### src/rtl/add14p_msb_if.sv
// ============================================================================
// Module   : add14p_msb_if
// Purpose  : Operand, upstream-LSB and result bundle for the MSB adder stage.
// Revision : 1.0 - initial release
// ============================================================================
`default_nettype none

interface add14p_msb_if #(
  parameter int WIDTH = 7
);
  logic [WIDTH-1:0]   a_msb;
  logic [WIDTH-1:0]   b_msb;
  logic               vin;
  logic [WIDTH-1:0]   s_lsb;
  logic               c_lsb;
  logic               clr_ovf;
  logic [2*WIDTH-1:0] sum;
  logic               cout;
  logic               vout;
  logic               ovf;
  logic [7:0]         count;

  modport master (
    output a_msb, b_msb, vin, s_lsb, c_lsb, clr_ovf,
    input  sum, cout, vout, ovf, count
  );

  modport slave (
    input  a_msb, b_msb, vin, s_lsb, c_lsb, clr_ovf,
    output sum, cout, vout, ovf, count
  );
endinterface

`default_nettype wire

### src/rtl/add14p_msb.sv
// ============================================================================
// Module   : add14p_msb
// Purpose  : Upper-half stage of a two-stage carry-save adder pipeline with
//            sticky unsigned overflow and a result counter.
// Revision : 1.0 - initial release
// ============================================================================
`default_nettype none

module add14p_msb #(
  parameter int WIDTH = 7
) (
  input  wire logic     clock,
  input  wire logic     reset,
  add14p_msb_if.slave   bus
);

  logic [WIDTH-1:0]   r_a_d;
  logic [WIDTH-1:0]   r_b_d;
  logic               r_v_d;
  logic [2*WIDTH-1:0] r_sum;
  logic               r_cout;
  logic               r_vout;
  logic               r_ovf;
  logic [7:0]         r_count;

  logic [WIDTH:0]     w_msb_add;
  logic               w_ovf_set;

  // Upper half waits one cycle so it meets the registered carry from below.
  assign w_msb_add = {1'b0, r_a_d} + {1'b0, r_b_d} + {{WIDTH{1'b0}}, bus.c_lsb};
  assign w_ovf_set = w_msb_add[WIDTH] & r_v_d;

  always_ff @(posedge clock or posedge reset) begin
    if (reset) begin
      r_a_d   <= '0;
      r_b_d   <= '0;
      r_v_d   <= 1'b0;
      r_sum   <= '0;
      r_cout  <= 1'b0;
      r_vout  <= 1'b0;
      r_ovf   <= 1'b0;
      r_count <= 8'd0;
    end else begin
      r_a_d  <= bus.a_msb;
      r_b_d  <= bus.b_msb;
      r_v_d  <= bus.vin;
      r_sum  <= {w_msb_add[WIDTH-1:0], bus.s_lsb};
      r_cout <= w_msb_add[WIDTH];
      r_vout <= r_v_d;
      // A new overflow outranks a simultaneous clear so it is never lost.
      if (w_ovf_set) begin
        r_ovf <= 1'b1;
      end else if (bus.clr_ovf) begin
        r_ovf <= 1'b0;
      end
      if (r_v_d) begin
        r_count <= r_count + 8'd1;
      end
    end
  end

  assign bus.sum   = r_sum;
  assign bus.cout  = r_cout;
  assign bus.vout  = r_vout;
  assign bus.ovf   = r_ovf;
  assign bus.count = r_count;

endmodule

`default_nettype wire

### src/flat_wrapper.sv
// flat-port wrapper written by rule: the top's interface ports become plain ports
module add14p_msb_flat 
#(
  parameter int WIDTH = 7
)
  (clock, reset, bus_a_msb, bus_b_msb, bus_vin, bus_s_lsb, bus_c_lsb, bus_clr_ovf, bus_sum, bus_cout, bus_vout, bus_ovf, bus_count);
  add14p_msb_if #(.WIDTH(WIDTH)) bus_i ();
  input  wire logic clock;
  input  wire logic reset;
  input wire logic [$bits(bus_i.a_msb)-1:0] bus_a_msb;
  input wire logic [$bits(bus_i.b_msb)-1:0] bus_b_msb;
  input wire logic [$bits(bus_i.vin)-1:0] bus_vin;
  input wire logic [$bits(bus_i.s_lsb)-1:0] bus_s_lsb;
  input wire logic [$bits(bus_i.c_lsb)-1:0] bus_c_lsb;
  input wire logic [$bits(bus_i.clr_ovf)-1:0] bus_clr_ovf;
  output wire logic [$bits(bus_i.sum)-1:0] bus_sum;
  output wire logic [$bits(bus_i.cout)-1:0] bus_cout;
  output wire logic [$bits(bus_i.vout)-1:0] bus_vout;
  output wire logic [$bits(bus_i.ovf)-1:0] bus_ovf;
  output wire logic [$bits(bus_i.count)-1:0] bus_count;
  assign bus_i.a_msb = bus_a_msb;
  assign bus_i.b_msb = bus_b_msb;
  assign bus_i.vin = bus_vin;
  assign bus_i.s_lsb = bus_s_lsb;
  assign bus_i.c_lsb = bus_c_lsb;
  assign bus_i.clr_ovf = bus_clr_ovf;
  assign bus_sum = bus_i.sum;
  assign bus_cout = bus_i.cout;
  assign bus_vout = bus_i.vout;
  assign bus_ovf = bus_i.ovf;
  assign bus_count = bus_i.count;
  add14p_msb #(.WIDTH(WIDTH)) u_core (.clock(clock), .reset(reset), .bus(bus_i));
endmodule
### config.mk
export PLATFORM = sky130hd
export DESIGN_NAME = add14p_msb_flat
export DESIGN_NICKNAME = d
export VERILOG_FILES = /design/src/rtl/add14p_msb_if.sv /design/src/rtl/add14p_msb.sv /design/src/flat_wrapper.sv
export SDC_FILE = /design/constraint.sdc
export NUM_CORES = 1
export LEC_CHECK = 0
export CAP_MARGIN = 20
export CORE_MARGIN = 2
export CORE_UTILIZATION = 45
export CTS_CLUSTER_SIZE = 30
export DETAILED_ROUTE_END_ITERATION = 10
export GPL_TIMING_DRIVEN = 0
export PLACE_DENSITY = 0.91
export SLEW_MARGIN = 15
export SYNTH_ARGS = -nofsm -noshare
export SYNTH_HDL_FRONTEND = slang
export SYNTH_SLANG_ARGS = --single-unit
### constraint.sdc
create_clock -name clock -period 4.3 [get_ports clock]
set_input_delay 0.86 -clock clock [delete_from_list [all_inputs] [get_ports clock]]
set_output_delay 0.86 -clock clock [all_outputs]
set_load 0.01 [all_outputs]
==> flow_metrics.env, run 1 <==
export IMPL_synth_main_ff_cell="dfrtp_1"
export IMPL_min_from="u_core.r_v_d"
export IMPL_grt_use_met2_pct=27.0
export IMPL_drive_gt1_share_pct=7.50
export IMPL_globalRouteMet1Util_pct=17.9
export IMPL_cts_setup_buffers=0
export IMPL_top_usage_layer="met2"
export IMPL_period_share_pct=60.1
export IMPL_dp_cells=196
export IMPL_place_congestion=0.818
export IMPL_ys_seq_area_share_pct=68.5
export IMPL_clockBufferDepth=2
export IMPL_holdWs_ns=0.385
export IMPL_cts_hold_buf=0
export IMPL_root_buffer="clkbuf_4"
export IMPL_die_area_um2=3720
export IMPL_synth_cells=102
export IMPL_hold_viol=0
export IMPL_grt_pass1_wl_um=4190
export IMPL_htree_num_levels=2
export IMPL_io_pins=51
export IMPL_groute_layer_met3_usage_pct=4.26
export IMPL_status="completed"
export IMPL_synth_common_cells="dfrtp_1, ha_1, inv_1, xnor2_1, nor2_1"
export IMPL_leakage_uw=0.000924
export IMPL_cts_tree="done"
export IMPL_fin_util_pct=68.1
export IMPL_drc_errors=0
export IMPL_hold_class="flip-flop to flip-flop"
export IMPL_cap_violations=0
export IMPL_wirelength_um=2650
export IMPL_synth_edf_count=0
export IMPL_setup_tns_ns=0
export IMPL_skew_ns=0.00982
export IMPL_num_rows=20
export IMPL_startpoint_type="input pin"
export IMPL_crit_reg2reg_launch="u_core.r_b_d[0]"
export IMPL_syn_nets=137
export IMPL_rsz0062_at_grt="no"
export IMPL_slew_violations=0
export IMPL_avgSynthCellArea_um2=14.3
export IMPL_grt_overflow_total=0
export IMPL_netlist_top_cells_area="dfrtp_1, ha_1, xnor2_1, fa_1, xor2_1"
export IMPL_slew_headroom_pct=48.2
export IMPL_avgRoutedWirePerCell_um=13.0
export IMPL_criticalPathCategory="input pin to flip-flop"
export IMPL_cellPowerDensity_nw_per_um2=463
export IMPL_r2r_setup_slack_ns=2.29
export IMPL_worstMarginPinSlew_ns=0.777
export IMPL_cp_end_kind="flip-flop"
export IMPL_r2r_cells=6
export IMPL_yosys_warnings=0
export IMPL_dpl_hpwl_um=2110
export IMPL_start_util_pct=47.5
export IMPL_worstHoldPathCells=0
export IMPL_antenna_left=0
export IMPL_max_freq_mhz=387
export IMPL_post_route_min_period_ns=2.58
export IMPL_synth_top_area_cell="dfrtp_1"
export IMPL_setup_viol_count_final=0
export IMPL_required_ns=4.53
export IMPL_r2r_end="u_core.bus.sum[13]"
export IMPL_cts_sinks=40
export IMPL_viasPerCell=4.72
export IMPL_path_clk_slew_ns=0.12
export IMPL_grt_total_usage_pct=16.2
export IMPL_power_total_uw=971
export IMPL_yosysTopAreaCellShare_pct=68.5
export IMPL_core_um2=3080
export IMPL_mappedNetlistArea_um2=1460
export IMPL_drtIter0Drc=13
export IMPL_synth_ff_latch_count=40
export IMPL_die_h_um=61.0
export IMPL_antenna_found_initial=0
export IMPL_diodes=0
export IMPL_async_flop_share_pct=100
export IMPL_fp_dieW_um=61.0
export IMPL_firstDrtPassIters=4
export IMPL_fin_nets=194
export IMPL_port_buffers=50
export IMPL_yosysUniqueCellTypes=28
export IMPL_grt_max_degree=41
export IMPL_cp_max_fo=3
export IMPL_ctsResizeCount=0
export IMPL_final_cells=204
export IMPL_vias=962
export IMPL_arrival_ns=2.81
export IMPL_min_to="u_core.bus.vout"
export IMPL_max_vdd_ir_drop_mv=0.296
export IMPL_clk_latency_ns=0.34
export IMPL_yosysMostFrequentCell="dfrtp_1"
export IMPL_syn_to_final_growth_pct=43.5
export IMPL_numCtsBuffers=5
export IMPL_grt_pass1_vias=985
[per-stage QoR]
step	setup WS (ns)	cell area, um2
floorplan	1.93	1460
global placement	1.41	2020
detailed placement	1.37	2020
CTS	1.73	2100
global route	1.64	2100
finish	1.72	2100
[final cells by class]
type	instances	area, um2
inverter	7	26.3
tap	44	55.1
timing repair buffer	50	500
multi-input combinational	54	429
clock buffer	5	37.5
sequential	40	1000
clock inverter	3	42.5
buffer	1	5.00
fill	213	981
[logic make-up (layout without fill, tap and decap cells)]
logic type / after synthesis / count (layout) / synth area share (%)
and+or+nand+nor: 18 / 18 / 6.51
DFF: 40 / 40 / 68.5
buffers and inverters: 8 / 66 / 2.14
muxes: 1 / 1 / 0.770
xor gates and xnor gates: 10 / 10 / 5.99
AOI/OAI and AO/OA: 16 / 16 / 7.36
adders and majority gates: 9 / 9 / 8.73
[state kept, by name, summed over array words and instances, names as in the netlist]
register          count
u_core.bus.sum       14
u_core.bus.count      8
u_core.r_a_d          7
u_core.r_b_d          7
u_core.bus.cout       1
u_core.bus.ovf        1
u_core.bus.vout       1
u_core.r_v_d          1
[report_power, final]
group	switching, uW	leakage, uW	internal [uW]
sequential	44.4	0.000474	433
combinational	101	0.000409	154
clock	117	0.0000412	121
total	263	0.000924	708
[layout by cell type, fill, tap and decap left out]
master and instances:
clkdlybuf4s50_1 50, dfrtp_1 40, ha_1 7, xnor2_1 6, inv_1 5, nor2_1 5, clkbuf_4 5, a21oi_1 4
nand2_1 4, xor2_1 4, nand4_1 3, a211oi_1 2, inv_2 2, a311o_1 2, o21ai_0 2, fa_1 2
buf_2 1, and3_1 1, o211ai_1 1, o21ai_1 1, nand3_1 1, nor2b_4 1, o21a_1 1, o31a_1 1
nor4_1 1, nor3_1 1, nor2b_1 1, a21o_1 1, o22ai_1 1, mux2_1 1, bufinv_16 1, clkinvlp_4 1
clkinv_2 1
[per-layer routing]
| metal | vias up | share of wire, % |
|---|---|---|
| met5 | - | 0 |
| met4 | 0 | 2.8 |
| met3 | 7 | 4.9 |
| met2 | 34 | 54 |
| met1 | 461 | 38 |
| li1 | 460 | - |
[worst max-delay path, stage by stage]
cell             delay (ns)
clkdlybuf4s50_1        0.43
fa_1                   0.48
inv_1                  0.09
fa_1                   0.25
nor2b_4                0.06
o31a_1                 0.28
a311o_1                0.37
[how the worst max path moves through the flow]
stage,end,slack [ns],from,cells after the start
2_1_floorplan,u_core.bus.sum[13],1.93,bus_c_lsb,6
3_3_place_gp,u_core.bus.sum[13],1.41,bus_c_lsb,7
3_5_place_dp,u_core.bus.sum[13],1.37,bus_c_lsb,7
4_1_cts,u_core.bus.sum[13],1.73,bus_c_lsb,7
5_1_grt,u_core.bus.sum[13],1.64,bus_c_lsb,8
6_report,u_core.bus.sum[13],1.72,bus_c_lsb,7
No activity file was read; power rests on OpenSTA's default activity.
==> run 2, diff against run 1 <==
--- a/config.mk
+++ b/config.mk
@@ -7,11 +7,11 @@
 export LEC_CHECK = 0
 export CAP_MARGIN = 20
 export CORE_MARGIN = 2
-export CORE_UTILIZATION = 45
+export CORE_UTILIZATION = 44
 export CTS_CLUSTER_SIZE = 30
 export DETAILED_ROUTE_END_ITERATION = 10
 export GPL_TIMING_DRIVEN = 0
-export PLACE_DENSITY = 0.91
+export PLACE_DENSITY = 0.89
 export SLEW_MARGIN = 15
 export SYNTH_ARGS = -nofsm -noshare
 export SYNTH_HDL_FRONTEND = slang
==> constraint.sdc (replaced) <==
create_clock -name clock -period 2.55 [get_ports clock]
set_input_delay 0.51 -clock clock [delete_from_list [all_inputs] [get_ports clock]]
set_output_delay 0.51 -clock clock [all_outputs]
set_load 0.01 [all_outputs]
==> run 2 against run 1 <==
Effect of this change: routed wire length rose by 0.45%; global-route usage decreased by 0.27 points; cell count stayed put; non-clock buffer count unchanged; first-iteration DRC count rose to 3.2 times the previous value; register-to-register slack worse by 1.8 ns; clock power up 33%; critical path depth stayed put; cell area decreased by 1.0%; flip-flop and latch count is the same; setup slack worse by 1.5 ns; sequential power grew 69%; critical endpoint unchanged; largest cell class unchanged.
==> flow_metrics.env, run 2 (synthesis gave the netlist of run 1 again) <==
export IMPL_status="completed"
export IMPL_drc_errors=0
export IMPL_clk_latency_ns=0.34
export IMPL_hold_class="flip-flop to flip-flop"
export IMPL_cap_violations=0
export IMPL_power_switching_uw=431
export IMPL_grt_total_usage_pct=16.0
export IMPL_fin_nets=194
export IMPL_required_ns=2.76
export IMPL_viasPerCell=4.82
export IMPL_final_cells=204
export IMPL_cts_sinks=40
export IMPL_start_util_pct=47.1
export IMPL_diodes=0
export IMPL_multiInputGateArea_um2=429
export IMPL_grt_pass1_vias=1015
export IMPL_fill_cells=240
export IMPL_cts_hold_buf=0
export IMPL_grt_overflow_total=0
export IMPL_drtIter0Drc=41
export IMPL_pre_cts_ws_ns=-0.0549
export IMPL_wirelength_um=2670
export IMPL_grt_pass1_wl_um=4310
export IMPL_grt_max_degree=41
export IMPL_slew_headroom_pct=47.4
export IMPL_root_buffer="clkbuf_4"
export IMPL_die_h_um=61.6
export IMPL_die_area_um2=3800
export IMPL_cts_setup_buffers=0
export IMPL_register_area_um2=1000
export IMPL_cp_end_kind="flip-flop"
export IMPL_ctsResizeCount=0
export IMPL_place_congestion=0.812
export IMPL_avgRoutedWirePerCell_um=13.1
export IMPL_worstMarginPinSlew_ns=0.788
export IMPL_switching_share_pct=27.7
export IMPL_leakage_uw=0.000915
export IMPL_fin_util_pct=66.9
export IMPL_mostFrequentLayoutCell="clkdlybuf4s50_1"
export IMPL_fp_dieW_um=61.6
export IMPL_dp_cells=196
export IMPL_rsz0062_at_grt="no"
export IMPL_fin_ws_ns=0.265
export IMPL_cp_max_fo=3
export IMPL_syn_to_final_growth_pct=42.0
export IMPL_antenna_left=0
export IMPL_p_int_uw=1120
export IMPL_final_cell_mix="clkdlybuf4s50_1, dfrtp_1, ha_1, xnor2_1"
export IMPL_power_total_uw=1560
export IMPL_drive_gt1_share_pct=6.25
export IMPL_port_buffers=50
export IMPL_io_pins=51
export IMPL_met1Wirelength_um=1030
export IMPL_max_freq_mhz=438
export IMPL_slew_violations=0
export IMPL_dr_max_layer_used="met4"
export IMPL_hold_viol=0
export IMPL_holdWs_ns=0.384
export IMPL_startpoint_type="input pin"
export IMPL_max_vdd_ir_drop_mv=0.399
export IMPL_htree_num_levels=2
export IMPL_numCtsBuffers=5
export IMPL_setup_viol_count_final=0
export IMPL_p_comb_share_pct=27.8
export IMPL_post_route_min_period_ns=2.29
export IMPL_power_share_clock_pct=20.4
export IMPL_largest_reg_flops=14
export IMPL_vias=983
export IMPL_criticalPathCategory="input pin to flip-flop"
export IMPL_cts_tree="done"
export IMPL_arrival_ns=2.49
export IMPL_firstDrtPassIters=4
export IMPL_core_um2=3100
export IMPL_clockBufferDepth=2
export IMPL_num_rows=20
export IMPL_path_clk_slew_ns=0.10
export IMPL_antenna_found_initial=0
export IMPL_wl_met2_um=1430
export IMPL_dpl_hpwl_um=1990
export IMPL_cellPowerDensity_nw_per_um2=749
export IMPL_wl_met3_um=183
export IMPL_period_share_pct=89.6
export IMPL_seq_power_share_pct=51.8
export IMPL_skew_ns=0.0142
-- run 2: changes by cell type in the layout (fill, tap and decap cells not counted) --
cell	previous run	this run
clkbuf_1	0	2
clkbuf_8	0	1
clkinv_2	1	0
clkinvlp_4	1	0
bufinv_16	1	0
-- run 2: power by group through the flow --
stage | combinational (uW) | sequential [uW] | clock (uW)
final | 432 | 805 | 318
after global routing | 469 | 818 | 360
after CTS | 437 | 806 | 331
after detailed placement | 435 | 819 | 0
after global placement | 416 | 811 | 0
after floorplan | 151 | 849 | 0
-- run 2: critical path, cell delays in order --
cell             delay [ns]
clkdlybuf4s50_1        0.44
fa_1                   0.48
inv_1                  0.09
fa_1                   0.25
nor2b_4                0.06
o31a_1                 0.28
a311o_1                0.38
-- run 2: final cells by class --
cell class	count	share of cell area (%)
Sequential cell	40	48.2
Timing Repair Buffer	50	24.1
Multi-Input combinational cell	54	20.7
Clock buffer	8	2.83
Tap cell	44	2.65
Inverter	7	1.27
Buffer	1	0.241
-- run 2: per-stage QoR --
step                TNS, ns  instance area [um2]
finish                    0                 2080
floorplan                 0                 1460
global route              0                 2080
detailed placement  -0.0549                 2020
global placement          0                 2020
CTS                       0                 2080
-- run 2: final timing paths --
check                                     start                  end  depth (start not counted)  slack (ns)
worst max-delay path                  bus_c_lsb   u_core.bus.sum[13]                          7        0.26
worst max register to register  u_core.r_b_d[0]   u_core.bus.sum[13]                          6        0.54
worst min-delay path               u_core.r_v_d      u_core.bus.vout                          0        0.38
max in group asynchronous                 reset    u_core.bus.sum[9]                          2        1.40
worst min register to register     u_core.r_v_d      u_core.bus.vout                          0        0.38
min in group asynchronous                 reset  u_core.bus.count[6]                          2        0.64
-- run 2: layer usage --
layer,global-route usage (%),vias to the layer above
li1,-,457
met1,18.0,487
met2,27.5,37
met3,5.04,2
met4,7.29,0
met5,0,-
==> run 3, diff against run 2 <==
--- a/config.mk
+++ b/config.mk
@@ -8,7 +8,6 @@
 export CAP_MARGIN = 20
 export CORE_MARGIN = 2
 export CORE_UTILIZATION = 44
-export CTS_CLUSTER_SIZE = 30
 export DETAILED_ROUTE_END_ITERATION = 10
 export GPL_TIMING_DRIVEN = 0
 export PLACE_DENSITY = 0.89
==> results of run 3 <==
The final DEF is identical to that of run 2; final timing and power are the same.
